===== config.mk =====
export PLATFORM = sky130hd
export DESIGN_NAME = status_flags_flat
export DESIGN_NICKNAME = d
export VERILOG_FILES = /design/src/rtl/status_flags_if.sv /design/src/rtl/status_flags.sv /design/src/flat_wrapper.sv
export SDC_FILE = /design/constraint.sdc
export NUM_CORES = 1
export LEC_CHECK = 0
export CORE_AREA = 2 2 39 41
export CTS_BUF_LIST = sky130_fd_sc_hd__clkbuf_8
export DETAILED_ROUTE_END_ITERATION = 10
export DIE_AREA = 0 0 41 43
export PLACE_DENSITY = 0.68
export SLEW_MARGIN = 10
export SYNTH_ARGS = -nofsm -noshare
export SYNTH_HDL_FRONTEND = slang
export SYNTH_SLANG_ARGS = --single-unit
export TNS_END_PERCENT = 1

===== constraint.sdc =====
create_clock -name clock -period 3.7 [get_ports clock]
set_input_delay 0.74 -clock clock [delete_from_list [all_inputs] [get_ports clock]]
set_output_delay 0.74 -clock clock [all_outputs]
set_load 0.1 [all_outputs]

===== src/rtl/status_flags_if.sv =====
// Handshake bundle between the ALU/branch unit and the status_flags stage.
// Master drives ALU status and branch requests; slave returns flags and decision.
interface status_flags_if;
    logic [3:0] status_in;
    logic       set_flags;
    logic       stall;
    logic       eval;
    logic [1:0] br_mode;
    logic [3:0] cond;
    logic [3:0] flags;
    logic       taken;
    logic       taken_valid;

    modport master (
        output status_in,
        output set_flags,
        output stall,
        output eval,
        output br_mode,
        output cond,
        input  flags,
        input  taken,
        input  taken_valid
    );

    modport slave (
        input  status_in,
        input  set_flags,
        input  stall,
        input  eval,
        input  br_mode,
        input  cond,
        output flags,
        output taken,
        output taken_valid
    );
endinterface


===== src/rtl/status_flags.sv =====
// NZCV flag register and LEGv8 branch-condition evaluator.
// Decisions are registered; same-cycle set_flags is forwarded into B.cond.
module status_flags (
    input logic          clock,
    input logic          reset,
    status_flags_if.slave bus
);

    logic [3:0] flags_q;
    logic       taken_q;
    logic       valid_q;
    logic [3:0] eff;
    logic       z;
    logic       n;
    logic       c;
    logic       v;
    logic       cond_hit;
    logic       decision;

    // Forward live status so a flag-setting op can branch on its own result
    assign eff = bus.set_flags ? bus.status_in : flags_q;
    assign z   = eff[3];
    assign n   = eff[2];
    assign c   = eff[1];
    assign v   = eff[0];

    always_comb begin
        cond_hit = 1'b1;
        case (bus.cond)
            4'd0:    cond_hit = z;
            4'd1:    cond_hit = !z;
            4'd2:    cond_hit = c;
            4'd3:    cond_hit = !c;
            4'd4:    cond_hit = n;
            4'd5:    cond_hit = !n;
            4'd6:    cond_hit = v;
            4'd7:    cond_hit = !v;
            4'd8:    cond_hit = c & !z;
            4'd9:    cond_hit = !(c & !z);
            4'd10:   cond_hit = (n == v);
            4'd11:   cond_hit = (n != v);
            4'd12:   cond_hit = !z & (n == v);
            4'd13:   cond_hit = !(!z & (n == v));
            default: cond_hit = 1'b1;
        endcase
    end

    always_comb begin
        decision = 1'b0;
        unique case (bus.br_mode)
            2'b00: decision = cond_hit;
            2'b01: decision = bus.status_in[3];
            2'b10: decision = !bus.status_in[3];
            2'b11: decision = 1'b1;
        endcase
    end

    always_ff @(posedge clock) begin
        if (reset) begin
            flags_q <= 4'b0000;
            taken_q <= 1'b0;
            valid_q <= 1'b0;
        end else if (bus.stall) begin
            valid_q <= 1'b0;
        end else begin
            if (bus.set_flags)
                flags_q <= bus.status_in;
            if (bus.eval)
                taken_q <= decision;
            valid_q <= bus.eval;
        end
    end

    assign bus.flags       = flags_q;
    assign bus.taken       = taken_q;
    assign bus.taken_valid = valid_q;

endmodule


===== src/flat_wrapper.sv =====
// flat-port wrapper written by rule: the top's interface ports become plain ports
module status_flags_flat 
  (clock, reset, bus_status_in, bus_set_flags, bus_stall, bus_eval, bus_br_mode, bus_cond, bus_flags, bus_taken, bus_taken_valid);
  status_flags_if bus_i ();
  input logic clock;
  input logic reset;
  input wire logic [$bits(bus_i.status_in)-1:0] bus_status_in;
  input wire logic [$bits(bus_i.set_flags)-1:0] bus_set_flags;
  input wire logic [$bits(bus_i.stall)-1:0] bus_stall;
  input wire logic [$bits(bus_i.eval)-1:0] bus_eval;
  input wire logic [$bits(bus_i.br_mode)-1:0] bus_br_mode;
  input wire logic [$bits(bus_i.cond)-1:0] bus_cond;
  output wire logic [$bits(bus_i.flags)-1:0] bus_flags;
  output wire logic [$bits(bus_i.taken)-1:0] bus_taken;
  output wire logic [$bits(bus_i.taken_valid)-1:0] bus_taken_valid;
  assign bus_i.status_in = bus_status_in;
  assign bus_i.set_flags = bus_set_flags;
  assign bus_i.stall = bus_stall;
  assign bus_i.eval = bus_eval;
  assign bus_i.br_mode = bus_br_mode;
  assign bus_i.cond = bus_cond;
  assign bus_flags = bus_i.flags;
  assign bus_taken = bus_i.taken;
  assign bus_taken_valid = bus_i.taken_valid;
  status_flags u_core (.clock(clock), .reset(reset), .bus(bus_i));
endmodule

==> flow_summary.ini <==
[run_status]
status = finished clean

[global_routing]
antenna_found_initial = 0
overflow = 0
grt_pass1_wl_um = 1560
first_global_vias = 404
grt_util_all_layers = 0.135
grt_max_degree = 9

[setup_path]
critical_path.top_delay_family = buffers and inverters
startpoint_type = flip-flop
crit_chain = clkdlybuf4s50_1
critPathMaxStageDelay_ns = 1.16
reg2reg_depth = 6
cp_num_buf_inv = 1
cpMaxStageDelayCell = clkdlybuf4s50_1
critPathRequiredTime_ns = 2.96
critical_path_class = flip-flop to primary output
endpoint_kind = primary output
rr_startpoint = u_core.bus.flags[1]
rrSetupSlack_ns = 2.00
arrival_ns = 1.77
r2r_end = u_core.bus.taken
cp_max_fo = 5

[power]
pwr-share-clk = 0.376
ir_drop_uv = 205
finalPower_mw = 0.255
intPower_mw = 0.175
switchingPower_mw = 0.0802
p_leak_nw = 0.284
seq_power_share = 0.283
switching_share = 0.314
combPwrFrac = 0.342
p_per_area_nw_per_um2 = 359

[layout]
finish.utilization = 0.514
nNetsFinal = 90
finish.instance_area_sq_um = 712
syn2layout_area_growth_pct = 56.3
multi_input_area_sq_um = 327
fill_cells = 140
stdcell_count = 89
antenna_cells = 0
drive_gt1_frac = 0.0959
seq_area_sq_um = 120

[clock_tree]
cts_buffers = 3
clock-sinks = 6
clk_pin_slew_ns = 0.03
cts_htree_levels = 1
cts_root_buf = clkbuf_8
postCtsSetupRepairBufs = 0
cts_resized = 0
max-clock-path-buffers = 2
cts_tree = yes
holdBufCountCts = 0
clock_latency_ns = 0.22

[yosys]
yosysWarnings = 0
synth_cell_types = 21
synth_fp_nets = 66
synth-seq-area-share = 0.264
ys_ff_latch = 6
synth_area_per_cell_sq_um = 8.93
syn_area_sq_um = 455
syn_inst = 51

[placement]
place_ws_ns = 0.950
dpl.cell_count = 86
port_buffers = 20
finalWeightedCongestion = 0.647
placed_cell_area_sq_um = 671

[sta]
finalCriticalPeriod_ns = 2.51
fmax_mhz = 399
fin_crit_sh = 0.678
slew_headroom = 0.354
rsz0062_at_grt = false
hold_viol = 0
setup_ws_ns = 1.19
worst_slew_pin_slew_ns = 0.966
maxSlewViolCount = 0
fin_hold_ws_ns = 0.538
setup_tns_ns = 0
fin_worst_skew_ns = 0.00172
setup_violations = 0

[die]
initial_utilization = 0.329
die_h_um = 43
num_rows = 14
die-area_sq_um = 1760
core_area_sq_um = 1380
io_pins = 21
die_w_um = 41

[route]
dr_total_vias = 444
final_antenna_net_count = 0
avgRoutedWirePerCell_um = 11.3
drt-total-wl_um = 1010
firstDrtPassIters = 4
viasPerCell = 4.99
post-route-drc-count = 0
drt_iter0_drc = 3

[flow_run]
cap_violations = 0

[worst_hold_path]
hp-class = flip-flop to flip-flop
worst_hold_path.endpoint = u_core.bus.flags[1]
hp-start = u_core.bus.flags[1]
hold-path-cell-count = 2
-- cell families after synthesis --
logic type,Yosys count,synth area share
XOR/XNOR,5,0.0961
AND/OR/NAND/NOR,22,0.247
AO/OA/AOI/OAI,9,0.165
multiplexers,7,0.209
flip-flops,6,0.264
buffers and inverters,2,0.0192
-- metal layers --
layer	routed length, um	share of wire	GRT usage	vias to the layer above
met3	53	0.053	0.0471	4
met4	31	0.031	0.100	0
met1	448	0.44	0.160	197
li1	-	-	-	232
met2	475	0.47	0.191	11
met5	0	0	0	-
-- cell usage after synthesis --
library cell	count	area share
and3_1	1	0.014
mux2i_1	5	0.11
nor3_1	1	0.011
a21oi_1	1	0.011
dfxtp_1	6	0.26
o311a_1	1	0.022
mux4_2	2	0.099
a221oi_2	1	0.033
o32ai_1	2	0.038
nand2b_1	4	0.055
o21ai_0	1	0.011
nand2_1	3	0.025
a31o_2	1	0.019
a31oi_1	1	0.014
nor2b_1	5	0.069
xor2_1	5	0.096
o21bai_1	1	0.016
nor2_1	7	0.058
nor3b_1	1	0.016
inv_1	1	0.0082
buf_2	1	0.011
-- power by group through the flow --
stage	Combinational (mW)	Clock (mW)	Sequential (mW)
2_1_floorplan	0.0286	0	0.101
3_3_place_gp	0.0873	0	0.0731
3_5_place_dp	0.0879	0	0.0730
4_1_cts	0.0883	0.0974	0.0721
5_1_grt	0.0927	0.103	0.0725
6_report	0.0873	0.0959	0.0721
-- registers in the layout, summed over array words and instances (netlist names) --
| name | flops |
|---|---|
| u_core.bus.flags | 4 |
| u_core.bus.taken_valid | 1 |
| u_core.bus.taken | 1 |
-- layout by cell type, fill, tap and decap left out --
| cell type | instances |
|---|---|
| a31o_2 | 1 |
| xor2_1 | 5 |
| nor2b_1 | 5 |
| nor3b_1 | 1 |
| nand2_1 | 3 |
| mux4_2 | 2 |
| nor3_1 | 1 |
| a31oi_1 | 1 |
| o32ai_1 | 2 |
| a21oi_1 | 1 |
| nand2b_1 | 4 |
| dfxtp_1 | 6 |
| a221oi_2 | 1 |
| o21ai_0 | 1 |
| clkdlybuf4s50_1 | 20 |
| nor2_1 | 7 |
| o21bai_1 | 1 |
| and3_1 | 1 |
| clkbuf_8 | 3 |
| inv_1 | 1 |
| o311a_1 | 1 |
| mux2i_1 | 5 |
-- layout make-up --
type                            instances  area share
Sequential cell                         6       0.169
Timing Repair Buffer                   20       0.281
Multi-Input combinational cell         43       0.459
Inverter                                1     0.00527
Tap cell                               16      0.0281
Clock buffer                            3      0.0580
-- worst max path at each step --
stage	start	end	cells past startpoint
2_1_floorplan	u_core.bus.flags[3]	u_core.bus.taken	6
3_3_place_gp	bus_set_flags	u_core.bus.taken	6
3_5_place_dp	bus_set_flags	u_core.bus.taken	6
4_1_cts	bus_set_flags	u_core.bus.taken	6
5_1_grt	bus_set_flags	u_core.bus.taken	6
6_report	u_core.bus.flags[3]	bus_flags[3]	1
Power figures use the tool's default switching activity.
